## src/rtl/clk_1_module_pkg.sv

```systemverilog
// rtl/clk_1_module_pkg.sv - shared constants and types for the clk_1 packetizer
// Purpose: packet length constants, FSM state encoding, mode/CRC select
//          encodings and the length lookup used by the length check.
// Ports:   none (package).
package clk_1_module_pkg;

  // Message lengths per mode/CRC. The clk2 engine aligns on the same values:
  // 55 = 60 - 5 (CRC-5 room), 52 = 60 - 8 (CRC-8 room).
  localparam int LEN_CHECK = 60;
  localparam int LEN_GEN5  = 55;
  localparam int LEN_GEN8  = 52;

  // Bit counter width; saturates one past the maximum message length.
  localparam int CNT_W = 7;

  localparam logic MODE_CHECK = 1'b1;
  localparam logic MODE_GEN   = 1'b0;
  localparam logic CRC_SEL5   = 1'b1;
  localparam logic CRC_SEL8   = 1'b0;

  typedef enum logic [1:0] {
    ST_IDLE    = 2'd0,
    ST_COLLECT = 2'd1,
    ST_HOLD    = 2'd2
  } state_e;

  function automatic logic [CNT_W-1:0] expected_len(input logic mode, input logic crc_sel);
    logic [CNT_W-1:0] len;
    if (mode == MODE_CHECK) begin
      len = CNT_W'(LEN_CHECK);
    end else if (crc_sel == CRC_SEL5) begin
      len = CNT_W'(LEN_GEN5);
    end else begin
      len = CNT_W'(LEN_GEN8);
    end
    return len;
  endfunction

endpackage

```

## src/rtl/clk_1_module_sipo_collect.sv

```systemverilog
// rtl/clk_1_module_sipo_collect.sv - serial-in shift register with saturating bit count
// Purpose: assembles an MSB-first serial stream into a right-aligned word and
//          counts the received bits, saturating at pDATA_WIDTH+1 (overflow).
// Ports:   clk_1, rst_n   clock / async active-low reset
//          load_i         first beat: restart with a single bit, count = 1
//          shift_i        further beat: shift data_i in, count up
//          data_i         serial bit
//          shreg_o        assembled word
//          cnt_o          bits received (saturating)
module clk_1_module_sipo_collect
  import clk_1_module_pkg::*;
#(
  parameter int pDATA_WIDTH = 60
) (
  input  logic                   clk_1,
  input  logic                   rst_n,
  input  logic                   load_i,
  input  logic                   shift_i,
  input  logic                   data_i,
  output logic [pDATA_WIDTH-1:0] shreg_o,
  output logic [CNT_W-1:0]       cnt_o
);

  localparam logic [CNT_W-1:0] CNT_SAT = CNT_W'(pDATA_WIDTH + 1);

  logic [pDATA_WIDTH-1:0] shreg_q, shreg_d;
  logic [CNT_W-1:0]       cnt_q, cnt_d;

  always_comb begin
    shreg_d = shreg_q;
    cnt_d   = cnt_q;
    if (load_i) begin
      shreg_d = {{(pDATA_WIDTH-1){1'b0}}, data_i};
      cnt_d   = CNT_W'(1);
    end else if (shift_i && (cnt_q != CNT_SAT)) begin
      // Once saturated the packet is already a length error; later bits are dropped.
      shreg_d = {shreg_q[pDATA_WIDTH-2:0], data_i};
      cnt_d   = cnt_q + CNT_W'(1);
    end
  end

  always_ff @(posedge clk_1 or negedge rst_n) begin
    if (!rst_n) begin
      shreg_q <= '0;
      cnt_q   <= '0;
    end else begin
      shreg_q <= shreg_d;
      cnt_q   <= cnt_d;
    end
  end

  assign shreg_o = shreg_q;
  assign cnt_o   = cnt_q;

endmodule

```

## src/rtl/clk_1_module.sv

```systemverilog
// rtl/clk_1_module.sv - clk_1 input packetizer feeding the clk2 CRC engine
// Purpose: collects a serial packet, checks its length against mode/CRC,
//          issues a one-cycle clk1_flag with stable message/mode/CRC, then
//          holds off new input for pHOLD_CYCLES cycles.
// Ports:   clk_1, rst_n                 clock / async active-low reset
//          in_valid, in_data            serial beats (MSB first)
//          in_mode, in_CRC              selects, sampled on the first beat
//          in_ready                     a new packet may start
//          clk1_flag                    one-cycle message-valid pulse
//          clk1_message/mode/CRC        latched packet, stable between flags
//          len_err                      one-cycle pulse: packet dropped
module clk_1_module
  import clk_1_module_pkg::*;
#(
  parameter int pDATA_WIDTH  = 60,
  parameter int pHOLD_CYCLES = 32
) (
  input  logic                   clk_1,
  input  logic                   rst_n,
  input  logic                   in_valid,
  input  logic                   in_data,
  input  logic                   in_mode,
  input  logic                   in_CRC,
  output logic                   in_ready,
  output logic                   clk1_flag,
  output logic [pDATA_WIDTH-1:0] clk1_message,
  output logic                   clk1_mode,
  output logic                   clk1_CRC,
  output logic                   len_err
);

  localparam int HOLD_W = $clog2(pHOLD_CYCLES + 1);
  localparam logic [HOLD_W-1:0] HOLD_LAST = HOLD_W'(pHOLD_CYCLES - 1);

  state_e state_q, state_d;

  logic [HOLD_W-1:0]      hold_q, hold_d;
  logic                   pend_mode_q, pend_mode_d;
  logic                   pend_crc_q, pend_crc_d;
  logic                   drain_q, drain_d;
  logic                   flag_q, flag_d;
  logic                   err_q, err_d;
  logic [pDATA_WIDTH-1:0] msg_q, msg_d;
  logic                   mode_q, mode_d;
  logic                   crc_q, crc_d;

  logic                   load, shift, pkt_end, len_ok, hold_done, start;
  logic [pDATA_WIDTH-1:0] shreg;
  logic [CNT_W-1:0]       cnt;

  clk_1_module_sipo_collect #(
    .pDATA_WIDTH(pDATA_WIDTH)
  ) u_sipo (
    .clk_1  (clk_1),
    .rst_n  (rst_n),
    .load_i (load),
    .shift_i(shift),
    .data_i (in_data),
    .shreg_o(shreg),
    .cnt_o  (cnt)
  );

  // A packet whose beats were still arriving when the hold ended is drained
  // (ignored) until in_valid drops, so its tail never looks like a new packet.
  assign start     = in_valid && !drain_q;
  assign len_ok    = (cnt == expected_len(pend_mode_q, pend_crc_q));
  assign hold_done = (hold_q == HOLD_LAST);

  // State register
  always_ff @(posedge clk_1 or negedge rst_n) begin
    if (!rst_n) begin
      state_q <= ST_IDLE;
    end else begin
      state_q <= state_d;
    end
  end

  // Next-state logic
  always_comb begin
    state_d = state_q;
    case (state_q)
      ST_IDLE:    if (start) state_d = ST_COLLECT;
      ST_COLLECT: if (!in_valid) state_d = len_ok ? ST_HOLD : ST_IDLE;
      ST_HOLD:    if (hold_done) state_d = ST_IDLE;
      default:    state_d = ST_IDLE;
    endcase
  end

  // Output / control decode
  always_comb begin
    in_ready = (state_q != ST_HOLD);
    load     = (state_q == ST_IDLE) && start;
    shift    = (state_q == ST_COLLECT) && in_valid;
    pkt_end  = (state_q == ST_COLLECT) && !in_valid;
  end

  // Datapath next state
  always_comb begin
    hold_d      = hold_q;
    pend_mode_d = pend_mode_q;
    pend_crc_d  = pend_crc_q;
    drain_d     = drain_q;
    flag_d      = 1'b0;
    err_d       = 1'b0;
    msg_d       = msg_q;
    mode_d      = mode_q;
    crc_d       = crc_q;

    if (load) begin
      pend_mode_d = in_mode;
      pend_crc_d  = in_CRC;
    end

    if (pkt_end) begin
      hold_d = '0;
      if (len_ok) begin
        flag_d = 1'b1;
        msg_d  = shreg;
        mode_d = pend_mode_q;
        crc_d  = pend_crc_q;
      end else begin
        err_d = 1'b1;
      end
    end

    if (state_q == ST_HOLD) begin
      hold_d = hold_q + HOLD_W'(1);
    end

    if ((state_q == ST_HOLD) && hold_done && in_valid) begin
      drain_d = 1'b1;
    end else if (!in_valid) begin
      drain_d = 1'b0;
    end
  end

  always_ff @(posedge clk_1 or negedge rst_n) begin
    if (!rst_n) begin
      hold_q      <= '0;
      pend_mode_q <= 1'b0;
      pend_crc_q  <= 1'b0;
      drain_q     <= 1'b0;
      flag_q      <= 1'b0;
      err_q       <= 1'b0;
      msg_q       <= '0;
      mode_q      <= 1'b0;
      crc_q       <= 1'b0;
    end else begin
      hold_q      <= hold_d;
      pend_mode_q <= pend_mode_d;
      pend_crc_q  <= pend_crc_d;
      drain_q     <= drain_d;
      flag_q      <= flag_d;
      err_q       <= err_d;
      msg_q       <= msg_d;
      mode_q      <= mode_d;
      crc_q       <= crc_d;
    end
  end

  assign clk1_flag    = flag_q;
  assign len_err      = err_q;
  assign clk1_message = msg_q;
  assign clk1_mode    = mode_q;
  assign clk1_CRC     = crc_q;

endmodule

```

## config.mk

```make
export PLATFORM = sky130hd
export DESIGN_NAME = clk_1_module
export DESIGN_NICKNAME = d
export VERILOG_FILES = /design/src/rtl/clk_1_module_pkg.sv /design/src/rtl/clk_1_module_sipo_collect.sv /design/src/rtl/clk_1_module.sv
export SDC_FILE = /design/constraint.sdc
export NUM_CORES = 1
export LEC_CHECK = 0
export CORE_ASPECT_RATIO = 0.7
export CORE_MARGIN = 4
export CORE_UTILIZATION = 55
export CTS_CLUSTER_SIZE = 8
export DETAILED_ROUTE_END_ITERATION = 16
export PLACE_DENSITY = 0.83
export SLEW_MARGIN = 40
export SYNTH_ARGS = -nofsm -noshare
export SYNTH_HDL_FRONTEND = slang
export SYNTH_SLANG_ARGS = --single-unit
```

## constraint.sdc

```tcl
create_clock -name clk_1 -period 3.2 [get_ports clk_1]
set_clock_uncertainty 0.15 [all_clocks]
set_input_delay 0.96 -clock clk_1 [delete_from_list [all_inputs] [get_ports clk_1]]
set_output_delay 0.96 -clock clk_1 [all_outputs]
set_load 0.01 [all_outputs]
```

* Word-level counts from Yosys, hierarchy flattened
Cells that the tools add are included.
** Storage, ports and cells
- Memory bits (writable) :: 0
- Bits of input ports :: 6
- Latch bits :: 0
- ROM bits :: 0
- Output and inout bits :: 65
- Word-level logic and storage cells :: 57
- Memories :: 0
- Bits in registers :: 142
** Cells by class
- Div/mod/pow operators :: 0
- $mul :: 0
- Shift operators :: 0
- Order comparisons :: 0
- Equality and inequality tests :: 10
- Bitwise operators :: 0
- Muxes and demuxes :: 19
- Add/subtract/negate cells :: 2
- Reduce and logical (&&, ||, !) cells :: 14
** Operators by type and width (number)
- two-way mux 60 bit :: 2
- two-way mux 7 bit :: 3
- two-way mux 6 bit :: 2
- two-way mux 2 bit :: 5
- != test 2 bit (second input constant) :: 4
- adder 7 x 1 -> 7 bit (second input constant) :: 1
- equality test 7 bit :: 1
- logical AND 1 bit :: 7
- != test 7 x 6 -> 1 bit (second input constant) :: 1
- adder 6 x 1 -> 6 bit (second input constant) :: 1
- equality test 6 x 5 -> 1 bit (second input constant) :: 1
- two-way mux 1 bit :: 6
- case mux 2 bit (3 select lines) :: 1
- nonzero test 2 bit :: 2
- AND reduction 3 bit :: 1
- equality test 2 x 1 -> 1 bit (second input constant) :: 1
- equality test 2 bit (second input constant) :: 1
- logical NOT 1 bit :: 2
- logical NOT 2 bit :: 1
- != test 2 x 1 -> 1 bit (second input constant) :: 1
- AND reduction 2 bit :: 1

* Depth between registers and ports, before layout
- Depth in word-level cells :: 6
- Depth in mapped cells :: 8
- Depth with buffers taken out :: 6

* By module
A second synthesis with hierarchy kept.
** Unflattened totals
- Cells, all modules :: 647
- Area, all modules :: 7484.7 µm²
** Modules (own cells, without submodules)
- clk_1_module_sipo_collect :: sequential area each 1676.6 µm², area each 4331.7 µm², cells an instance 458, times used 1
- clk_1_module :: sequential area each 1876.8 µm², area each 3153.0 µm², cells an instance 189, times used 1

* Worst setup path after synthesis
OpenSTA, ideal clock, no wires.
- Path type :: input-to-reg
- Start point :: input port in_valid
- End point :: register msg_q[1], in the netlist clk1_message[1]
- Path buffers :: 1
- Data required time :: 2.925 ns
- Cell stages on the path :: 4
- Setup time :: 0.125 ns
- Arrival time :: 2.515 ns
- Setup slack :: 0.410 ns
- Path through :: or3b_4 nor4_4 buf_6 mux2_2
** On the way
- Cells in the longest elaborated chain, start to end :: 3
** RTL lines
- start, declared :: line clk_1_module.sv:20 : input logic in_valid,
- logical NOT 1 bit
- logical AND 1 bit :: line clk_1_module.sv:94 : pkt_end = (state_q == ST_COLLECT) && !in_valid;
- AND reduction 2 bit (no source line)
- end signal, assigned :: line clk_1_module.sv:155 : msg_q <= msg_d;
- end, declared :: line clk_1_module.sv:43 : logic [pDATA_WIDTH-1:0] msg_q, msg_d;
No other way between the ends.
A chain may end at the register's enable or synchronous reset.

* Final worst setup path
- Start point :: register state_q[0]
- End point :: output port in_ready
** On the way
- Cells in the longest elaborated chain, start to end :: 1
** RTL lines
- start, declared :: line clk_1_module.sv:35 : state_e state_q, state_d;
- start signal, assigned :: line clk_1_module.sv:74 : state_q <= state_d;
- != test 2 bit :: line clk_1_module.sv:91 : in_ready = (state_q != ST_HOLD);
- end, declared :: line clk_1_module.sv:24 : output logic in_ready,
No other way between the ends.

==> impl_metrics.py <==
metrics = {
    "cts": {
        "htree_levels": 4,
        "cts-root-buf": "clkbuf_16",
        "post-cts-setup-buffers": 0,
        "numCtsBuffers": 17,
        "cts_tree": "built",
        "clkTransAtPathRegs_ps": 60,
        "cts_hold_buf": 0,
        "clk_latency_ps": 420,
        "clock-sinks": 142,
        "clockBufferDepth": 2,
    },
    "placement": {
        "globalplace.congestion": 0.804,
        "port_buffers": 70,
        "dpl_cell_area_um2": 6530,
        "dp_hpwl_mm": 7.19,
    },
    "worst_setup_path": {
        "required_ps": 2090,
        "crit_chain": "nor2b_2 -> clkinv_2 -> clkdlybuf4s50_1",
        "critPathMaxStageDelay_ps": 540,
        "crit_fanout": 9,
        "critPathSlowestCell": "clkdlybuf4s50_1",
        "cp.arrival_ps": 1900,
        "crit_type": "reg2out",
        "critPathLaunchType": "flop",
        "crit_path_end_kind": "output port",
    },
    "timing": {
        "slew_headroom": 0.674,
        "finalSetupViolations": 0,
        "maxSlewViolCount": 0,
        "max_freq_mhz": 333,
        "period_minus_slack_ps": 3010,
        "rsz0062_at_grt": "no",
        "hold_viol_final": 0,
        "tightest_slew_ps": 487,
        "period_share": 0.939,
        "whs_ps": 334,
        "finalSetupTns_ps": 0,
    },
    "synthesis": {
        "ys_seq_area_frac": 0.629,
        "syn_area_um2": 5650,
        "syn-num-nets": 501,
        "yosys-top-cells-count": "dfrtp_1, nand2_1, a21oi_1",
        "synth_edf_count": 0,
        "synthTopCellsByArea": "dfrtp_1, mux2_2, nand2_1, a21oi_1, clkbuf_1",
        "yosysUniqueCellTypes": 38,
        "ys.flop_type": "dfrtp_1",
        "yosys.cell_count.top_type": "dfrtp_1",
        "synth_top_cell_by_area": "dfrtp_1",
        "async_flop_share": 1.00,
        "synth.yosys.warnings": 0,
        "ys_seq_elements": 142,
        "syn_inst": 492,
        "avgSynthCellArea_um2": 11.5,
        "synth_top_area_share": 0.629,
    },
    "routing": {
        "drt-total-wl_mm": 11.6,
        "drt_iter0_drc": 315,
        "antenna_left": 0,
        "viasPerCell": 5.51,
        "vias": 3885,
        "dr.pass1.iters": 5,
        "drc": 0,
        "avgRoutedWirePerCell_um": 16.4,
    },
    "finish": {
        "drive_gt1_frac": 0.185,
        "final_area_um2": 7120,
        "area_delta_synth_final_pct": 26.1,
        "fillerInstances": 689,
        "finalNetCount": 574,
        "num_antenna_cells": 0,
    },
    "floorplanning": {
        "design.core.area_um2": 9830,
        "row_count": 30,
        "die_x_um": 129,
        "dieArea_um2": 12000,
        "initial_core_util": 0.574,
        "fp.dieH_um": 92.8,
        "ios": 71,
    },
    "grt": {
        "overflow": 0,
        "grt_pass1_wl_mm": 19.9,
        "grt_max_degree": 60,
        "grt.total_usage": 0.210,
        "grt_pass1_vias": 4061,
        "antenna_found_initial": 0,
    },
    "power_and_ir_drop": {
        "leakagePower_nw": 3.25,
        "power.density_nw_per_um2": 576,
        "power.total_mw": 4.10,
        "vdd_drop_max_v": 0.000392,
    },
    "worst_hold_path": {
        "hold_class": "in2async",
    },
    "run": {
        "drv_cap": 0,
    },
    "status": {
        "status": "completed",
    },
}
-- power breakdown --
group	internal, mW	switching (mW)
sequential	1.83	0.0425
combinational	0.0845	0.186
clock	1.24	0.721
total	3.15	0.950
-- registers in the layout, indices dropped and copies added, names as in the netlist --
register / count
clk1_flag: 1
pend_mode_q: 1
clk1_message: 60
u_sipo.shreg_o: 60
clk1_mode: 1
clk1_CRC: 1
hold_q: 6
state_q: 2
u_sipo.cnt_o: 7
len_err: 1
drain_q: 1
pend_crc_q: 1
-- cell usage in the layout, fill, tap and decap left out, types with 2 or more instances in the layout --
master / instances
clkinvlp_4: 2
clkbuf_16: 17
nor2_1: 6
or3_1: 3
nand4_1: 3
clkdlybuf4s50_1: 69
o21a_1: 3
buf_12: 5
clkbuf_1: 2
buf_4: 7
mux2i_1: 3
mux2_1: 5
a21oi_1: 61
dfrtp_1: 142
mux2_2: 57
o21ai_0: 9
xor2_1: 2
ha_1: 3
nand3_1: 5
nand2b_1: 2
clkinv_4: 2
bufinv_16: 3
nand2_1: 136
clkinv_2: 5
nor3_1: 2
-- stage by stage --
| stage | util | worst slack, ps | cells |
|---|---|---|---|
| floorplan | - | 410 | 492 |
| global placement | 0.664 | 36.4 | 674 |
| detailed placement | 0.664 | -5.09 | 674 |
| CTS | 0.724 | 54.3 | 705 |
| global route | 0.724 | 134 | 705 |
| finish | 0.724 | 194 | 705 |
-- timing repair --
action | in CTS | in global routing
setup endpoints to repair | 1 | 1
hold endpoints to repair | 0 | 0
gates resized for setup | 1 | 1
-- critical path, delay by kind of cell (launching register included) --
| kind | cells | cell delay (ps) |
|---|---|---|
| buf+inv | 2 | 750 |
| flops | 1 | 450 |
| simple gates | 1 | 280 |
-- cell type report --
class                   instances  area, um2  share of cell area
multi-input cells             320       1950               0.274
clock buffers                  20        447              0.0627
repair buffers                 82        855               0.120
clock inverters                11        143              0.0200
inverters                       2       8.76             0.00123
flip-flops and latches        142       3550               0.499
well taps                     128        160              0.0225
-- path summary, 6_finish.rpt --
kind | from | to | slack, ps | cells past startpoint
max in group asynchronous | rst_n | u_sipo.shreg_o[34] | 1770 | 2
min | rst_n | clk1_message[15] | 330 | 1
min in group clk_1 | clk1_message[8] | clk1_message[8] | 340 | 1
min reg2reg | clk1_message[8] | clk1_message[8] | 340 | 1
max | state_q[0] | in_ready | 190 | 3
max reg2reg | state_q[0] | clk1_message[32] | 930 | 4
-- kinds of logic after synthesis --
family / after synthesis / share of synthesized area
AO/OA/AOI/OAI: 81 / 0.0762
XOR/XNOR: 3 / 0.00466
adder cells (fa/ha/maj): 3 / 0.00665
buffers and inverters: 30 / 0.0279
flip-flops: 142 / 0.629
multiplexers: 65 / 0.129
AND/OR/NAND/NOR: 168 / 0.126
-- layer usage --
layer / GRT usage / share of wire / vias to the layer above
met1: 0.290 / 0.46 / 1956
li1: - / - / 1805
met2: 0.319 / 0.47 / 110
met3: 0.0553 / 0.056 / 14
met4: 0.0865 / 0.014 / 0
met5: 0 / 0 / -
No activity file was read; power rests on OpenSTA's default activity.
